## src/rtl/adj_to_coo_encoder.sv

```systemverilog
// Adjacency-matrix to COO stream encoder: snapshots an NxN matrix and scans it
// row-major, emitting each set cell as a (row, col) pair on a valid/ready stream.
module adj_to_coo_encoder #(
  parameter int NUM_OF_NODES    = 6,
  parameter int COO_NUM_OF_COLS = 6,
  parameter int COO_BW          = $clog2(NUM_OF_NODES),
  parameter int ADDR_BW         = $clog2(COO_NUM_OF_COLS),
  parameter int CNT_BW          = $clog2(COO_NUM_OF_COLS + 1)
) (
  input  logic                                     clk,
  input  logic                                     reset,
  input  logic                                     start,
  input  logic [NUM_OF_NODES-1:0][NUM_OF_NODES-1:0] adj_matrix,
  output logic [COO_BW-1:0]                        coo_out [0:1],
  output logic                                     coo_valid,
  input  logic                                     coo_ready,
  output logic [ADDR_BW-1:0]                       coo_address,
  output logic [CNT_BW-1:0]                        edge_count,
  output logic                                     overflow,
  output logic                                     busy,
  output logic                                     done
);

  localparam logic [COO_BW-1:0] LAST_IDX = COO_BW'(NUM_OF_NODES - 1);
  localparam logic [CNT_BW-1:0] MAX_EDGES = CNT_BW'(COO_NUM_OF_COLS);

  typedef enum logic [1:0] {IDLE, SCAN, EMIT, DONE} state_t;

  state_t                                   state_q;
  logic [NUM_OF_NODES-1:0][NUM_OF_NODES-1:0] snap_q;
  logic [COO_BW-1:0]                        row_q, col_q;
  logic [COO_BW-1:0]                        row_d, col_d;
  logic [COO_BW-1:0]                        coo_row_q, coo_col_q;
  logic [ADDR_BW-1:0]                       coo_address_q;
  logic [CNT_BW-1:0]                        edge_count_q;
  logic                                     coo_valid_q, overflow_q, busy_q, done_q;
  logic                                     last_flag_q;
  logic                                     last_cell, bit_set, can_emit;

  // Row-major pointer advance and per-cell decode of the snapshot.
  always_comb begin
    // NOTE: every always_comb output gets a default first so no path can infer a latch.
    row_d     = row_q;
    col_d     = col_q + 1'b1;
    last_cell = (row_q == LAST_IDX) && (col_q == LAST_IDX);
    bit_set   = snap_q[row_q][col_q];
    can_emit  = (edge_count_q < MAX_EDGES);
    if (col_q == LAST_IDX) begin
      col_d = '0;
      row_d = row_q + 1'b1;
    end
  end

  // NOTE: the snapshot is plain data that is always loaded before it is read, so it
  // carries no reset; leaving it out of the reset path keeps it a simple register bank.
  always_ff @(posedge clk) begin
    if (state_q == IDLE && start) snap_q <= adj_matrix;
  end

  // NOTE: all sequential state uses non-blocking assignments so every register
  // samples the pre-edge values, independent of statement order.
  always_ff @(posedge clk or posedge reset) begin
    if (reset) begin
      state_q       <= IDLE;
      row_q         <= '0;
      col_q         <= '0;
      coo_row_q     <= '0;
      coo_col_q     <= '0;
      coo_address_q <= '0;
      coo_valid_q   <= 1'b0;
      edge_count_q  <= '0;
      overflow_q    <= 1'b0;
      busy_q        <= 1'b0;
      done_q        <= 1'b0;
      last_flag_q   <= 1'b0;
    end else begin
      case (state_q)
        IDLE: begin
          if (start) begin
            row_q        <= '0;
            col_q        <= '0;
            edge_count_q <= '0;
            overflow_q   <= 1'b0;
            busy_q       <= 1'b1;
            state_q      <= SCAN;
          end
        end
        SCAN: begin
          row_q <= row_d;
          col_q <= col_d;
          if (bit_set && can_emit) begin
            coo_row_q     <= row_q;
            coo_col_q     <= col_q;
            coo_address_q <= ADDR_BW'(edge_count_q);
            coo_valid_q   <= 1'b1;
            last_flag_q   <= last_cell;
            state_q       <= EMIT;
          end else begin
            // A set bit past the edge budget is dropped and flagged.
            if (bit_set) overflow_q <= 1'b1;
            if (last_cell) begin
              busy_q  <= 1'b0;
              done_q  <= 1'b1;
              state_q <= DONE;
            end
          end
        end
        EMIT: begin
          if (coo_ready) begin
            coo_valid_q  <= 1'b0;
            edge_count_q <= edge_count_q + 1'b1;
            if (last_flag_q) begin
              busy_q  <= 1'b0;
              done_q  <= 1'b1;
              state_q <= DONE;
            end else begin
              state_q <= SCAN;
            end
          end
        end
        DONE: begin
          done_q  <= 1'b0;
          state_q <= IDLE;
        end
        default: state_q <= IDLE;
      endcase
    end
  end

  assign coo_out[0]  = coo_row_q;
  assign coo_out[1]  = coo_col_q;
  assign coo_valid   = coo_valid_q;
  assign coo_address = coo_address_q;
  assign edge_count  = edge_count_q;
  assign overflow    = overflow_q;
  assign busy        = busy_q;
  assign done        = done_q;

endmodule

```

## config.mk

```make
export PLATFORM = sky130hd
export DESIGN_NAME = adj_to_coo_encoder
export DESIGN_NICKNAME = d
export VERILOG_FILES = /design/src/rtl/adj_to_coo_encoder.sv
export SDC_FILE = /design/constraint.sdc
export NUM_CORES = 1
export LEC_CHECK = 0
export ABC_CLOCK_PERIOD_IN_PS = 2800
export BUFFER_PORTS_ARGS = -buffer_cell sky130_fd_sc_hd__buf_2
export CORE_MARGIN = 3
export CORE_UTILIZATION = 55
export DETAILED_ROUTE_END_ITERATION = 10
export PLACE_DENSITY = 0.89
export SLEW_MARGIN = 5
export SYNTH_ARGS = -nofsm -noshare
export SYNTH_HDL_FRONTEND = slang
export SYNTH_SLANG_ARGS = --single-unit
```

## constraint.sdc

```tcl
create_clock -name clk -period 2.8 [get_ports clk]
set_input_delay 0.42 -clock clk [delete_from_list [all_inputs] [get_ports clk]]
set_output_delay 0.42 -clock clk [all_outputs]
set_load 0.01 [all_outputs]
```

==> results of run 1 <==
-- logic make-up after synthesis --
kind of cell | Yosys count | synth area share
buf+inv | 25 | 0.0498
flops | 61 | 0.585
mux | 31 | 0.138
compound gates | 42 | 0.0987
fa+ha+maj | 8 | 0.0343
simple gates | 51 | 0.0936
-- critical path, stage by stage, from the launching register on --
cell                      delay [ps]
sky130_fd_sc_hd__dfrtp_1         540
sky130_fd_sc_hd__and2_1          270
sky130_fd_sc_hd__a32o_1          260
sky130_fd_sc_hd__or4_4           460
sky130_fd_sc_hd__nand4_4         160
sky130_fd_sc_hd__nor2b_4         410
sky130_fd_sc_hd__mux2_4          340
-- flip-flops by register name (all words and copies together), names as in the netlist --
signal	cells
last_flag_q	1
done	1
col_q	3
edge_count	3
busy	1
coo_valid	1
overflow	1
coo_col_q	3
row_q	3
state_q	2
coo_row_q	3
coo_address	3
snap_q	36
-- layout make-up --
class | count | area, µm² | area share
clock inverter | 5 | 51.3 | 0.0151
sequential | 61 | 1710 | 0.504
inverter | 13 | 48.8 | 0.0144
timing repair buffer | 59 | 305 | 0.0900
clock buffer | 11 | 131 | 0.0387
multi-input combinational | 132 | 1060 | 0.314
tap | 67 | 83.8 | 0.0247
-- stage by stage --
step,util,hold WS (ps)
2_1_floorplan,-,447
3_5_place_dp,0.653,495
4_1_cts,0.690,227
3_3_place_gp,0.653,494
5_1_grt,0.691,225
6_report,0.691,248
-- routing by layer --
metal | up-vias | GRT usage | wire [µm]
li1 | 933 | - | -
met1 | 931 | 0.248 | 2290
met2 | 89 | 0.313 | 2770
met3 | 16 | 0.0760 | 436
met4 | 0 | 0.114 | 178
met5 | - | 0 | 0
-- path summary, 6_finish.rpt --
check,from,end,slack [ps],cells past startpoint
setup / recovery,col_q[0],coo_address[0],240,6
hold / removal,adj_matrix[3],snap_q[3],250,1
setup reg to reg,col_q[0],coo_address[0],240,6
hold reg to reg,coo_address[1],coo_address[1],510,1
max in group asynchronous,reset,row_q[0],1890,2
min in group asynchronous,reset,coo_address[1],280,2
-- synthesized netlist by cell type, types with 2 or more instances --
cell	count
sky130_fd_sc_hd__inv_1	13
sky130_fd_sc_hd__clkbuf_1	3
sky130_fd_sc_hd__nor3_1	4
sky130_fd_sc_hd__a22o_1	2
sky130_fd_sc_hd__nor2b_1	4
sky130_fd_sc_hd__o21ai_0	9
sky130_fd_sc_hd__ha_1	8
sky130_fd_sc_hd__buf_4	2
sky130_fd_sc_hd__o22ai_1	2
sky130_fd_sc_hd__mux2i_1	17
sky130_fd_sc_hd__nand3_1	4
sky130_fd_sc_hd__a21oi_1	10
sky130_fd_sc_hd__mux2_4	9
sky130_fd_sc_hd__a32o_1	2
sky130_fd_sc_hd__a22oi_1	2
sky130_fd_sc_hd__mux4_1	2
sky130_fd_sc_hd__edfxtp_1	36
sky130_fd_sc_hd__buf_12	2
sky130_fd_sc_hd__and3_1	2
sky130_fd_sc_hd__o21a_1	3
sky130_fd_sc_hd__dfrtp_1	25
sky130_fd_sc_hd__clkbuf_2	2
sky130_fd_sc_hd__nand2b_1	2
sky130_fd_sc_hd__nand2_1	19
sky130_fd_sc_hd__nor2_1	8
sky130_fd_sc_hd__a2111oi_0	2
-- power by group through the flow --
stage          logic, µW  registers, µW  clock network (µW)
2_1_floorplan        888           1350                   0
3_3_place_gp        1080           1370                   0
3_5_place_dp        1130           1380                   0
4_1_cts             1140           1370                 759
5_1_grt             1260           1400                 799
6_report            1140           1370                 738
==> impl_results.md, run 1 <==
* Number of gates resized after CTS at 0
* Flop pwr share at 0.421
* Design Area, Final at roughly 3400 µm²
* Power after layout at approximately 3200 µW
* Number of vias after detailed routing at around 2000
* Detail-routed via count per cell at approximately 5.7
* Post-synthesis cell type with the largest combined area: sky130_fd_sc_hd__edfxtp_1
* Via count of the first global-routing pass at roughly 1900
* Data arrival, critical path at ~2800 ps
* Max-Slew Margin vs Limit at 0.381
* Floorplan die height at ~79 µm
* Most used flip-flop cell after synthesis: sky130_fd_sc_hd__edfxtp_1
* Maximum vdd ir drop at roughly 0.39 mV
* Average detailed-routed wire length per instance at 16.3 µm
* Worst path required time at 3030 ps
* Layout Nets at 324
* Core area at about 4900 µm²
* Wire length reported by the detailed router at 5670 µm
* Switching part of the total power at 0.349
* Number of setup buffers added after CTS at 0
* Cts bufs inserted at 9
* Minimum setup slack after placement at around 200 ps
* Part of the cycle the worst path needs at 0.914
* Cts-stage hold buffer count at 0
* Most used cells in the layout excluding fill and tap cells: sky130_fd_sc_hd__buf_2 (55), sky130_fd_sc_hd__edfxtp_1 (36), sky130_fd_sc_hd__dfrtp_1 (24)
* Class of the worst hold path: in2reg
* Cell variety after synth at 50
* Count of standard-cell rows at 25
* Worst clock skew at ~8.9 ps
* Worst slew pin tran at roughly 900 ps
* Number of flip-flops and latches in the synthesized netlist at roughly 60
* Count of filler cells inserted in the layout at roughly 340
* Number of inserted diodes at 0
* Final ANT Viol Nets at 0
* Growth of design area from synthesis to finish at 16.4%
* Achievable clock frequency at slightly below 400 MHz
* Clock Latency Late Sink at around 350 ps
* Count of placed standard cells including taps at 332
* Count of flip-flops with a built-in enable after synthesis at 36
* Proportion of synthesized chip area in sequential cells at 0.585
* Final TNS setup at 0 ps
* Top fanout value on the critical path at 13
* Count of synthesis-stage warnings from yosys at 0
* Cell leakage power at ~0.0014 µW
* Total count of max-transition violations in the final report at 0
* First-pass GRT wire length at a little over 9000 µm
* Total cell area at the placement stage at approximately 3200 µm²
* Area share of the largest cell type after synthesis at 0.371
* CP endpoint kind: flop
* Top post-synthesis cells by area: sky130_fd_sc_hd__edfxtp_1 (37%), sky130_fd_sc_hd__dfrtp_1 (21%), sky130_fd_sc_hd__mux2i_1 (5.8%)
* Max-capacitance violation count at 0
* Post-route worst setup slack at approximately 240 ps
* Die area at slightly above 6000 µm²
* Switching power total at approximately 1100 µW
* Outcome: complete, no violations
* Pin count of the biggest net entering global routing at 37
* Clock root cell: sky130_fd_sc_hd__clkbuf_8
* Aggregate global-route resource usage at 0.204
* Number of iterations in the first detailed-routing pass at 4
* Layout cells sized above 1 at 0.313
* Portion of total power attributed to combinational logic at 0.351
* Average cell area after synthesis at roughly 13 µm²
* Final weighted congestion in routability-driven placement at roughly 0.87
* TritonCTS clock tree: built
* Most common cell after layout, fill and taps aside: sky130_fd_sc_hd__buf_2
* Count of input and output buffers at 55
* Post-synth net total at 266
* Final min period at ~2600 ps
* Final cell count without fillers at between 300 and 400
* Post-synth ARST share at 0.410
* H-tree level count at 3
* Final Hold Vio Count at 0
* Pwr Density at 956 nW/µm²
* IO Pins at 56
* Internal Pwr Total at roughly 2100 µW
* Initial standard-cell utilization of the core at 0.594
* Reg clk slew, reported paths at roughly 70 ps
* Violation count after the first detailed-route iteration at approximately 220
* Syn Std Cell Area at about 2900 µm²
* Count of final setup violators at 0
* Die Width at around 80 µm
* Critical path class: reg2reg
* Number of antenna violations at the first check in global routing at 0
* Clock net sink count at roughly 60
* DP Wirelength at about 4000 µm
* Total overflow reported by the global router at 0
* Cell count after synthesis at approximately 220
* RSZ-0062 raised after global routing: false
* Startpoint class of the critical path: flop
* CTS Buffer Depth at 2
* Final routed DRC violation total at 0
* Proportion of power drawn by the clock network at 0.227
(Power assumes the default switching activity.)
==> inputs of run 2 (changes only) <==
==> constraint.sdc (replaced) <==
create_clock -name clk -period 2.8 [get_ports clk]
set_input_delay 0.14 -clock clk [delete_from_list [all_inputs] [get_ports clk]]
set_output_delay 0.14 -clock clk [all_outputs]
set_load 0.01 [all_outputs]
==> run 2 against run 1 <==
Clock power is 1% higher. Worst hold slack worse by 250 ps. Clock-buffer cell count unchanged. Clock skew is essentially flat. Routed wire length is 15% higher. Global-route usage grew 3.2 points. Maximum frequency is 3.6% lower. Flip-flop and latch count is the same. Die area unchanged. Final area grew 11%. Critical endpoint unchanged.
==> impl_results.md, run 2 (same netlist as run 1, synthesis figures left out) <==
* Die area at 6210 µm² (unchanged)
* Count of standard-cell rows at 25 (unchanged)
* Worst clock skew at 8.56 ps (-0.377 ps)
* Startpoint class of the critical path: flop
* Initial standard-cell utilization of the core at 0.594 (unchanged)
* Outcome: complete, no violations
* Cell leakage power at 0.00159 µW (+11%)
* Critical path class: reg2reg
* Clock net sink count at 61 (unchanged)
* Via count of the first global-routing pass at 2207 (+14%)
* Total cell area at the placement stage at 3210 µm² (unchanged)
* Average detailed-routed wire length per instance at 17.0 µm (+4.5%)
* Floorplan die height at 78.8 µm (unchanged)
* Part of the cycle the worst path needs at 0.948 (+0.0341)
* Max-Slew Margin vs Limit at 0.376 (-0.00507)
* Kind of cell with the highest combined delay on the critical path: simple AND/OR/NAND/NOR gates
* Max-capacitance violation count at 0 (unchanged)
* Register with the most flip-flops: snap_q
* Clock root cell: sky130_fd_sc_hd__clkbuf_8
* Die Width at 78.8 µm (unchanged)
* Aggregate global-route resource usage at 0.236 (+0.0321)
* TritonCTS clock tree: built
* Count of final setup violators at 0 (unchanged)
* Core area at 4910 µm² (unchanged)
* Slowest CP cell: sky130_fd_sc_hd__dfrtp_1
* H-tree level count at 3 (unchanged)
* Number of setup buffers added after CTS at 0 (unchanged)
* Total overflow reported by the global router at 0 (unchanged)
* IO Pins at 56 (unchanged)
* Number of vias after detailed routing at 2135 (+8.4%)
* Wire length reported by the detailed router at 6540 µm (+15%)
* Number of inserted diodes at 0 (unchanged)
* Final Hold Vio Count at 0 (unchanged)
* List of cells traversed by the critical path: mux4_1, a21oi_1, or4_4, nand4_4, nor2b_4, mux2_4
* Layout cells sized above 1 at 0.274 (-0.0387)
* Reg clk slew, reported paths at 70 ps (about the same)
* Most common cell after layout, fill and taps aside: sky130_fd_sc_hd__buf_2
* CTS Buffer Depth at 2 (unchanged)
* Achievable clock frequency at 377 MHz (-3.6%)
* Final ANT Viol Nets at 0 (unchanged)
* CP endpoint kind: flop
* DP Wirelength at 3890 µm (unchanged)
* First-pass GRT wire length at 10800 µm (+16%)
* Final min period at 2660 ps (+95.4 ps)
* Cts bufs inserted at 9 (unchanged)
* Delay of the slowest cell on the worst path at 650 ps (+110 ps)
* Maximum vdd ir drop at 0.616 mV (+58%)
* Final weighted congestion in routability-driven placement at 0.868 (unchanged)
* Worst slew pin tran at 935 ps (+7.60 ps)
* Crit. Startpoint: row_q[0]
* Worst reg2reg startpoint: row_q[0]
* Number of iterations in the first detailed-routing pass at 4 (unchanged)
* Pwr Density at 883 nW/µm² (-7.7%)
* Class of the worst hold path: in2async
* Number of antenna violations at the first check in global routing at 0 (unchanged)
* Final routed DRC violation total at 0 (unchanged)
* Most used cells in the layout excluding fill and tap cells: sky130_fd_sc_hd__buf_2 (55), sky130_fd_sc_hd__dlygate4sd3_1 (36), sky130_fd_sc_hd__edfxtp_1 (36)
* Layout Nets at 360 (+11%)
* Clock Latency Late Sink at 350 ps (about the same)
* Total count of max-transition violations in the final report at 0 (unchanged)
* Growth of design area from synthesis to finish at 28.7%
* Final TNS setup at 0 ps (unchanged)
* Violation count after the first detailed-route iteration at 188 (-14%)
* Detail-routed via count per cell at 5.56 (-1.7%)
* Count of input and output buffers at 55 (unchanged)
* Pin count of the biggest net entering global routing at 37 (unchanged)
* Number of flip-flops in the largest register at 36 (unchanged)
* Data arrival, critical path at 2880 ps (+90 ps)
* Worst path required time at 3030 ps (about the same)
* RSZ-0062 raised after global routing: false
* Design Area, Final at 3750 µm² (+11%)
* Top fanout value on the critical path at 13 (unchanged)
* Crit path buffers/inverters at 0 (unchanged)
[run 2: cell types whose count changed in the layout (fill, tap and decap cells not counted), sizes merged]
cell         previous run  this run
dlygate4sd3             0        36
[run 2: path summary, 6_finish.rpt]
kind / to / slack, ps / cells past startpoint
hold / removal: done / 0.2 / 2
setup reg to reg: coo_address[0] / 140 / 6
max in group asynchronous: row_q[1] / 2220 / 2
hold reg to reg: coo_address[1] / 510 / 1
min in group clk: coo_valid / 150 / 3
setup / recovery: coo_address[0] / 140 / 6
[run 2: per-layer routing]
metal / wire length, µm / up-vias / global-route usage / part of all wire
met5: 0 / - / 0 / 0
met4: 214 / 0 / 0.129 / 0.033
met2: 3230 / 105 / 0.375 / 0.49
met3: 544 / 18 / 0.0839 / 0.083
met1: 2550 / 1009 / 0.279 / 0.39
li1: - / 1003 / - / -
[run 2: worst register-to-register path, stage by stage (launching register included)]
cell and delay [ps]:
sky130_fd_sc_hd__dfrtp_1 650, sky130_fd_sc_hd__mux4_1 330, sky130_fd_sc_hd__a21oi_1 70, sky130_fd_sc_hd__or4_4 580, sky130_fd_sc_hd__nand4_4 160, sky130_fd_sc_hd__nor2b_4 410
sky130_fd_sc_hd__mux2_4 350
[run 2: timing repair]
| action | CTS | global route |
|---|---|---|
| resized for setup | 0 | 0 |
| endpoints found under the setup margin | 0 | 0 |
| hold buffers | 36 | 0 |
| hold endpoints to repair | 36 | 0 |
[run 2: final cells by class]
cell class / count / area, µm²
Sequential cell: 61 / 1710
Fill cell: 293 / 1160
Multi-Input combinational cell: 132 / 1060
Timing Repair Buffer: 95 / 666
Clock buffer: 11 / 131
Tap cell: 67 / 83.8
Clock inverter: 5 / 51.3
Inverter: 13 / 48.8
[run 2: power by group]
group | internal, µW | switching (µW) | leakage (µW)
combinational | 551 | 647 | 0.000836
sequential | 1190 | 180 | 0.000658
clock | 405 | 343 | 0.0000907
total | 2140 | 1170 | 0.00159
[run 2: per-stage QoR]
stage | util | hold WS [ps] | power [µW] | std cells | worst slack (ps)
finish | 0.764 | 0.170 | 3310 | 384 | 145
global route | 0.764 | 82.5 | 3510 | 384 | 0.466
CTS | 0.764 | 15.0 | 3310 | 384 | 176
detailed placement | 0.653 | 318 | 2510 | 332 | 201
global placement | 0.653 | 317 | 2450 | 332 | 253
floorplan | - | 167 | 2230 | 218 | 552
